--- config.mk ---
export PLATFORM = sky130hd
export DESIGN_NAME = muldiv_seq_flat
export DESIGN_NICKNAME = d
export VERILOG_FILES = /design/src/rtl/muldiv_seq_if.sv /design/src/rtl/muldiv_seq.sv /design/src/flat_wrapper.sv
export SDC_FILE = /design/constraint.sdc
export NUM_CORES = 1
export LEC_CHECK = 0
export CORE_UTILIZATION = 40
export DETAILED_ROUTE_END_ITERATION = 8
export GPL_TIMING_DRIVEN = 0
export PLACE_DENSITY = 0.78
export SLEW_MARGIN = 30
export SYNTH_ARGS = -nofsm -noshare
export SYNTH_HDL_FRONTEND = slang
export SYNTH_SLANG_ARGS = --single-unit
--- constraint.sdc ---
create_clock -name clk -period 2.9 [get_ports clk]
set_input_delay 0.58 -clock clk [delete_from_list [all_inputs] [get_ports clk]]
set_output_delay 0.58 -clock clk [all_outputs]
set_load 0.01 [all_outputs]
--- src/rtl/muldiv_seq_if.sv ---
// Operand/result bus of the multiply/divide sequencer, including the borrowed ALU port.
// The pipeline side uses master and the sequencer uses slave.
interface muldiv_seq_if;
  logic        start;
  logic        op;
  logic [31:0] opa;
  logic [31:0] opb;
  logic        wr_hi;
  logic        wr_lo;
  logic [31:0] wdata;
  logic [31:0] alu_a;
  logic [31:0] alu_b;
  logic [4:0]  alu_op;
  logic [31:0] alu_c;
  logic        alu_own;
  logic        busy;
  logic        done;
  logic [31:0] hi;
  logic [31:0] lo;

  modport master (
    output start, op, opa, opb, wr_hi, wr_lo, wdata, alu_c,
    input  alu_a, alu_b, alu_op, alu_own, busy, done, hi, lo
  );

  modport slave (
    input  start, op, opa, opb, wr_hi, wr_lo, wdata, alu_c,
    output alu_a, alu_b, alu_op, alu_own, busy, done, hi, lo
  );
endinterface

--- src/rtl/muldiv_seq.sv ---
// Iterative unsigned MULTU/DIVU through the shared ALU. Owns HI/LO.
// Result is ready 33 cycles after start is accepted; start is ignored while an operation runs.
module muldiv_seq #(
  parameter int         ITER       = 32,
  parameter logic [4:0] ALUOP_ADDU = 5'd1,
  parameter logic [4:0] ALUOP_SUBU = 5'd2
) (
  input  logic        clk,
  input  logic        rstn,
  muldiv_seq_if.slave bus
);
  localparam int CW = $clog2(ITER);

  typedef enum logic [1:0] {IDLE, RUN, DONE} state_t;

  state_t        state_q, state_d;
  logic [CW-1:0] count_q, count_d;
  logic          op_q, op_d;
  logic [31:0]   opnd_q, opnd_d;
  logic [31:0]   hi_q, hi_d;
  logic [31:0]   lo_q, lo_d;

  logic [31:0] alu_a, alu_b;
  logic [4:0]  alu_op;
  logic        alu_own, busy, done;
  logic [31:0] t;
  logic        carry;

  always_ff @(posedge clk or negedge rstn) begin
    if (!rstn) begin
      state_q <= IDLE;
      count_q <= '0;
      op_q    <= 1'b0;
      opnd_q  <= '0;
      hi_q    <= '0;
      lo_q    <= '0;
    end else begin
      state_q <= state_d;
      count_q <= count_d;
      op_q    <= op_d;
      opnd_q  <= opnd_d;
      hi_q    <= hi_d;
      lo_q    <= lo_d;
    end
  end

  always_comb begin
    state_d = state_q;
    count_d = count_q;
    op_d    = op_q;
    opnd_d  = opnd_q;
    hi_d    = hi_q;
    lo_d    = lo_q;
    alu_a   = '0;
    alu_b   = '0;
    alu_op  = '0;
    alu_own = 1'b0;
    busy    = 1'b0;
    done    = 1'b0;
    // Divide step: partial remainder shifted left by one, next dividend bit brought in.
    t       = {hi_q[30:0], lo_q[31]};
    // An ADDU wrapped iff the sum came out smaller than an addend.
    carry   = (bus.alu_c < hi_q);

    unique case (state_q)
      IDLE: begin
        if (bus.start) begin
          state_d = RUN;
          count_d = '0;
          op_d    = bus.op;
          opnd_d  = bus.opb;
          hi_d    = '0;
          lo_d    = bus.opa;
        end else begin
          if (bus.wr_hi) hi_d = bus.wdata;
          if (bus.wr_lo) lo_d = bus.wdata;
        end
      end
      RUN: begin
        alu_own = 1'b1;
        busy    = 1'b1;
        alu_b   = opnd_q;
        if (!op_q) begin
          alu_a  = hi_q;
          alu_op = ALUOP_ADDU;
          if (lo_q[0]) begin
            hi_d = {carry, bus.alu_c[31:1]};
            lo_d = {bus.alu_c[0], lo_q[31:1]};
          end else begin
            hi_d = {1'b0, hi_q[31:1]};
            lo_d = {hi_q[0], lo_q[31:1]};
          end
        end else begin
          alu_a  = t;
          alu_op = ALUOP_SUBU;
          // hi[31] set means the shifted remainder is a 33-bit value, always >= divisor.
          if (hi_q[31] || (t >= opnd_q)) begin
            hi_d = bus.alu_c;
            lo_d = {lo_q[30:0], 1'b1};
          end else begin
            hi_d = t;
            lo_d = {lo_q[30:0], 1'b0};
          end
        end
        count_d = count_q + 1'b1;
        if (count_q == CW'(ITER - 1)) state_d = DONE;
      end
      DONE: begin
        done    = 1'b1;
        state_d = IDLE;
        if (bus.wr_hi) hi_d = bus.wdata;
        if (bus.wr_lo) lo_d = bus.wdata;
      end
      default: state_d = IDLE;
    endcase
  end

  assign bus.alu_a   = alu_a;
  assign bus.alu_b   = alu_b;
  assign bus.alu_op  = alu_op;
  assign bus.alu_own = alu_own;
  assign bus.busy    = busy;
  assign bus.done    = done;
  assign bus.hi      = hi_q;
  assign bus.lo      = lo_q;
endmodule
--- src/flat_wrapper.sv ---
// flat-port wrapper written by rule: the top's interface ports become plain ports
module muldiv_seq_flat 
#(
  parameter int         ITER       = 32,
  parameter logic [4:0] ALUOP_ADDU = 5'd1,
  parameter logic [4:0] ALUOP_SUBU = 5'd2
)
  (clk, rstn, bus_start, bus_op, bus_opa, bus_opb, bus_wr_hi, bus_wr_lo, bus_wdata, bus_alu_c, bus_alu_a, bus_alu_b, bus_alu_op, bus_alu_own, bus_busy, bus_done, bus_hi, bus_lo);
  muldiv_seq_if bus_i ();
  input  logic clk;
  input  logic rstn;
  input wire logic [$bits(bus_i.start)-1:0] bus_start;
  input wire logic [$bits(bus_i.op)-1:0] bus_op;
  input wire logic [$bits(bus_i.opa)-1:0] bus_opa;
  input wire logic [$bits(bus_i.opb)-1:0] bus_opb;
  input wire logic [$bits(bus_i.wr_hi)-1:0] bus_wr_hi;
  input wire logic [$bits(bus_i.wr_lo)-1:0] bus_wr_lo;
  input wire logic [$bits(bus_i.wdata)-1:0] bus_wdata;
  input wire logic [$bits(bus_i.alu_c)-1:0] bus_alu_c;
  output wire logic [$bits(bus_i.alu_a)-1:0] bus_alu_a;
  output wire logic [$bits(bus_i.alu_b)-1:0] bus_alu_b;
  output wire logic [$bits(bus_i.alu_op)-1:0] bus_alu_op;
  output wire logic [$bits(bus_i.alu_own)-1:0] bus_alu_own;
  output wire logic [$bits(bus_i.busy)-1:0] bus_busy;
  output wire logic [$bits(bus_i.done)-1:0] bus_done;
  output wire logic [$bits(bus_i.hi)-1:0] bus_hi;
  output wire logic [$bits(bus_i.lo)-1:0] bus_lo;
  assign bus_i.start = bus_start;
  assign bus_i.op = bus_op;
  assign bus_i.opa = bus_opa;
  assign bus_i.opb = bus_opb;
  assign bus_i.wr_hi = bus_wr_hi;
  assign bus_i.wr_lo = bus_wr_lo;
  assign bus_i.wdata = bus_wdata;
  assign bus_i.alu_c = bus_alu_c;
  assign bus_alu_a = bus_i.alu_a;
  assign bus_alu_b = bus_i.alu_b;
  assign bus_alu_op = bus_i.alu_op;
  assign bus_alu_own = bus_i.alu_own;
  assign bus_busy = bus_i.busy;
  assign bus_done = bus_i.done;
  assign bus_hi = bus_i.hi;
  assign bus_lo = bus_i.lo;
  muldiv_seq #(.ITER(ITER), .ALUOP_ADDU(ALUOP_ADDU), .ALUOP_SUBU(ALUOP_SUBU)) u_core (.clk(clk), .rstn(rstn), .bus(bus_i));
endmodule
==> impl_metrics.json <==
{
  "status": "finished clean",
  "maxSlewHeadroom": 0.425,
  "fraction_of_layout_cells_with_a_size_suffix_above_1": 0.130,
  "synth.top_cell.area_share": 0.286,
  "timing.rr.start": "u_core.bus.lo[31]",
  "synth-xor-area-share": 0,
  "achievable_clock_frequency_mhz": 351,
  "synth_simple_gate_area_share": 0.123,
  "area_of_the_die_mm2": 0.0234,
  "final_layout_net_count": 1545,
  "boundaryPins": 270,
  "clock_latency_ns": 0.36,
  "p_sw_frac": 0.469,
  "starting_density_of_the_core": 0.412,
  "cts_sinks": 104,
  "power.leakage_nw": 5.63,
  "globalRouteOverflowTotal": 0,
  "crit_path_launch": "u_core.bus.lo[31]",
  "power.density_mw_per_mm2": 989,
  "worstMarginPinSlew_ns": 0.862,
  "numCtsBuffers": 9,
  "areaGrowthSynthToFinish_pct": 38.6,
  "fp.dieH_um": 153,
  "synth_mux_area_frac": 0.186,
  "yosys.area_share.adder": 0.0948,
  "clock_power_share": 0.105,
  "detail_route.drc_violations": 0,
  "synth-edff-count": 0,
  "avgSynthCellArea_um2": 8.67,
  "gr-usage-met3": 0.0615,
  "synthesis.yosys.warnings": 0,
  "depth_of_the_worst_register_to_register_path": 10,
  "grtUsageTotal": 0.288,
  "path_max_fanout": 10,
  "comb_power_share": 0.648,
  "final.hold.worst_slack_ns": 0.0574,
  "r2r_setup_slack_ns": 0.05,
  "layout.filler_cells": 2029,
  "post-dp-hpwl_mm": 25.8,
  "setup.worst_path.class": "flop to flop",
  "switchingPower_mw": 5.85,
  "hold_violations": 0,
  "clk_pin_slew_worst_paths_ns": 0.08,
  "synth_seq_area_share": 0.286,
  "crit_path_start_kind": "flop",
  "place.port_buffers": 265,
  "finalWeightedCongestion": 0.954,
  "crit_end": "u_core.bus.hi[1]",
  "ir_worst_vdd_v": 0.000487,
  "drt_pass1_iterations": 6,
  "final.setup.tns_ns": 0,
  "grt.busiest_layer": "met2",
  "ctsLongestPathBuffers": 2,
  "period_minus_ws_final_ns": 2.85,
  "timing_max_transition_violations_final": 0,
  "finalPower_mw": 12.5,
  "crit_arrival_ns": 3.07,
  "yosys_most_used_dff": "sky130_fd_sc_hd__dfrtp_1",
  "detailedRoute.firstIterationViolations": 820,
  "finalClockSkew_ns": 0.00465,
  "number_of_different_library_cells_in_the_post_synthesis_netlist": 52,
  "per_cell_routed_wire_length_um": 21.0,
  "drtAntennaViolNets": 0,
  "routed-via-count": 9655,
  "maxCapViolCount": 0,
  "share_of_flip_flops_with_an_asynchronous_set_or_reset": 1.00,
  "die_w_um": 153,
  "required_ns": 3.13,
  "worstReg2RegEnd": "u_core.bus.hi[1]",
  "setup_viol_count_final": 0,
  "grt_antenna_before_repair": 2,
  "power.internal_mw": 6.62,
  "htree_levels": 3,
  "synth_compound_area_frac": 0.235,
  "grt_pass1_wl_mm": 52.7,
  "synth_top_cell_by_area": "sky130_fd_sc_hd__dfrtp_1",
  "synth-seq-cells": 104,
  "final_core_util": 0.571,
  "sequentialPowerShare": 0.247,
  "drt-total-wl_mm": 34.2,
  "placeable_area_mm2": 0.0221,
  "placedCellCount": 1598,
  "post_synth_instance_area_mm2": 0.00910,
  "holdCritPathClass": "input port to asynchronous set/reset pin",
  "grt_max_degree": 78,
  "synth_area_leaders": "sky130_fd_sc_hd__dfrtp_1 (29%), sky130_fd_sc_hd__mux2i_1 (11%), sky130_fd_sc_hd__ha_1 (9.5%)",
  "first_global_vias": 9540,
  "final_min_period_over_clock_period": 0.982,
  "row_count": 54,
  "synth_cells": 1050,
  "global_route.usage.met1": 0.373,
  "instances_no_fill": 1628,
  "vias_per_cell": 5.93,
  "synth_top_family_by_area": "compound AO/OA/AOI/OAI gates",
  "cts_tree": "done",
  "clk_root_buffer_cell": "sky130_fd_sc_hd__clkbuf_16",
  "globalRouteMet2Util": 0.478,
  "setup_crit_end_kind": "flop",
  "cts_hold_buf": 0
}
synth_stat cells, drive strengths merged, types with 3 or more instances:
master,n
a21oi,57
a221oi,5
nand2b,4
and4,3
buf,27
o22ai,31
a211oi,3
nor2,77
ha,69
a2bb2oi,30
mux2i,97
a21o,5
dfrtp,104
inv,75
a31oi,5
nand3,3
nor3,34
mux2,64
a222oi,30
clkbuf,58
nand4,7
nand2,125
o31a,31
o21ai,80
critical path, stage by stage, from the launching register on:
cell	delay [ns]
sky130_fd_sc_hd__dfrtp_1	0.40
sky130_fd_sc_hd__inv_1	0.14
sky130_fd_sc_hd__ha_1	0.25
sky130_fd_sc_hd__nand2b_1	0.22
sky130_fd_sc_hd__a2111oi_1	0.45
sky130_fd_sc_hd__or4b_4	0.23
sky130_fd_sc_hd__a31o_2	0.26
sky130_fd_sc_hd__buf_6	0.18
sky130_fd_sc_hd__a21oi_1	0.09
sky130_fd_sc_hd__o31a_1	0.34
sky130_fd_sc_hd__a2bb2oi_2	0.13
cell families (layout without fill, tap and decap cells):
| group | Yosys count | count (layout) |
|---|---|---|
| AOI/OAI and AO/OA | 292 | 292 |
| and+or+nand+nor | 263 | 263 |
| muxes | 161 | 161 |
| buffers and inverters | 160 | 455 |
| DFF | 104 | 104 |
| adders and majority gates | 69 | 69 |
| other | 1 | 4 |
registers in the layout, summed over array words and instances (netlist names):
name            flops
u_core.opnd_q      32
u_core.bus.lo      32
u_core.bus.hi      32
u_core.op_q         1
u_core.state_q      2
u_core.count_q      5
per-stage QoR:
step           instance area, um^2  worst slack (ns)
4_1_cts                      12500        0.00000666
5_1_grt                      12600           -0.0147
3_5_place_dp                 12100            -0.524
6_report                     12600            0.0532
2_1_floorplan                 9110             0.362
3_3_place_gp                 12100             -3.17
layout make-up:
| class | instances | area (um^2) | area share |
|---|---|---|---|
| multi-input combinational | 788 | 5880 | 0.466 |
| tap | 280 | 350 | 0.0278 |
| timing repair buffer | 279 | 2720 | 0.215 |
| antenna | 1 | 2.50 | 0.000198 |
| buffer | 85 | 474 | 0.0376 |
| sequential | 104 | 2610 | 0.207 |
| clock buffer | 10 | 229 | 0.0181 |
| clock inverter | 6 | 67.6 | 0.00536 |
| inverter | 75 | 282 | 0.0223 |
per-layer routing:
layer / up-vias / wire (um)
li1: 4423 / -
met1: 4665 / 14400
met2: 504 / 16100
met3: 63 / 3070
met4: 0 / 759
met5: - / 0
worst min-delay path by stage:
stage                       from                 to  cells past startpoint
2_1_floorplan               rstn   u_core.bus.hi[0]                      0
3_3_place_gp   u_core.count_q[4]  u_core.count_q[4]                      1
3_5_place_dp                rstn   u_core.bus.lo[7]                      1
4_1_cts                     rstn   u_core.bus.hi[7]                      1
5_1_grt                     rstn   u_core.bus.lo[6]                      1
6_report                    rstn   u_core.bus.lo[7]                      1
power by group through the flow:
stage	clock, mW	sequential (mW)	combinational [mW]
2_1_floorplan	0	2.88	4.69
3_3_place_gp	0	3.07	7.73
3_5_place_dp	0	3.09	7.91
4_1_cts	1.33	3.07	7.85
5_1_grt	1.39	3.17	8.78
6_report	1.31	3.08	8.09
cells in the final DEF (no fill, tap or decap), types with 64 or more instances in the layout:
cell                                n
sky130_fd_sc_hd__nor2_1            76
sky130_fd_sc_hd__dfrtp_1           95
sky130_fd_sc_hd__inv_1             74
sky130_fd_sc_hd__o21ai_0           79
sky130_fd_sc_hd__mux2i_1           97
sky130_fd_sc_hd__clkdlybuf4s50_1  204
sky130_fd_sc_hd__nand2_1          125
sky130_fd_sc_hd__mux2_2            64
sky130_fd_sc_hd__ha_1              67
what timing repair did:
item                                    CTS  global route
pin swaps                                 0             3
endpoints found under the setup margin   95            41
resized for setup                        95            20
setup buffers                             0            13
Note: power is estimated with default switching activity, not from simulation.
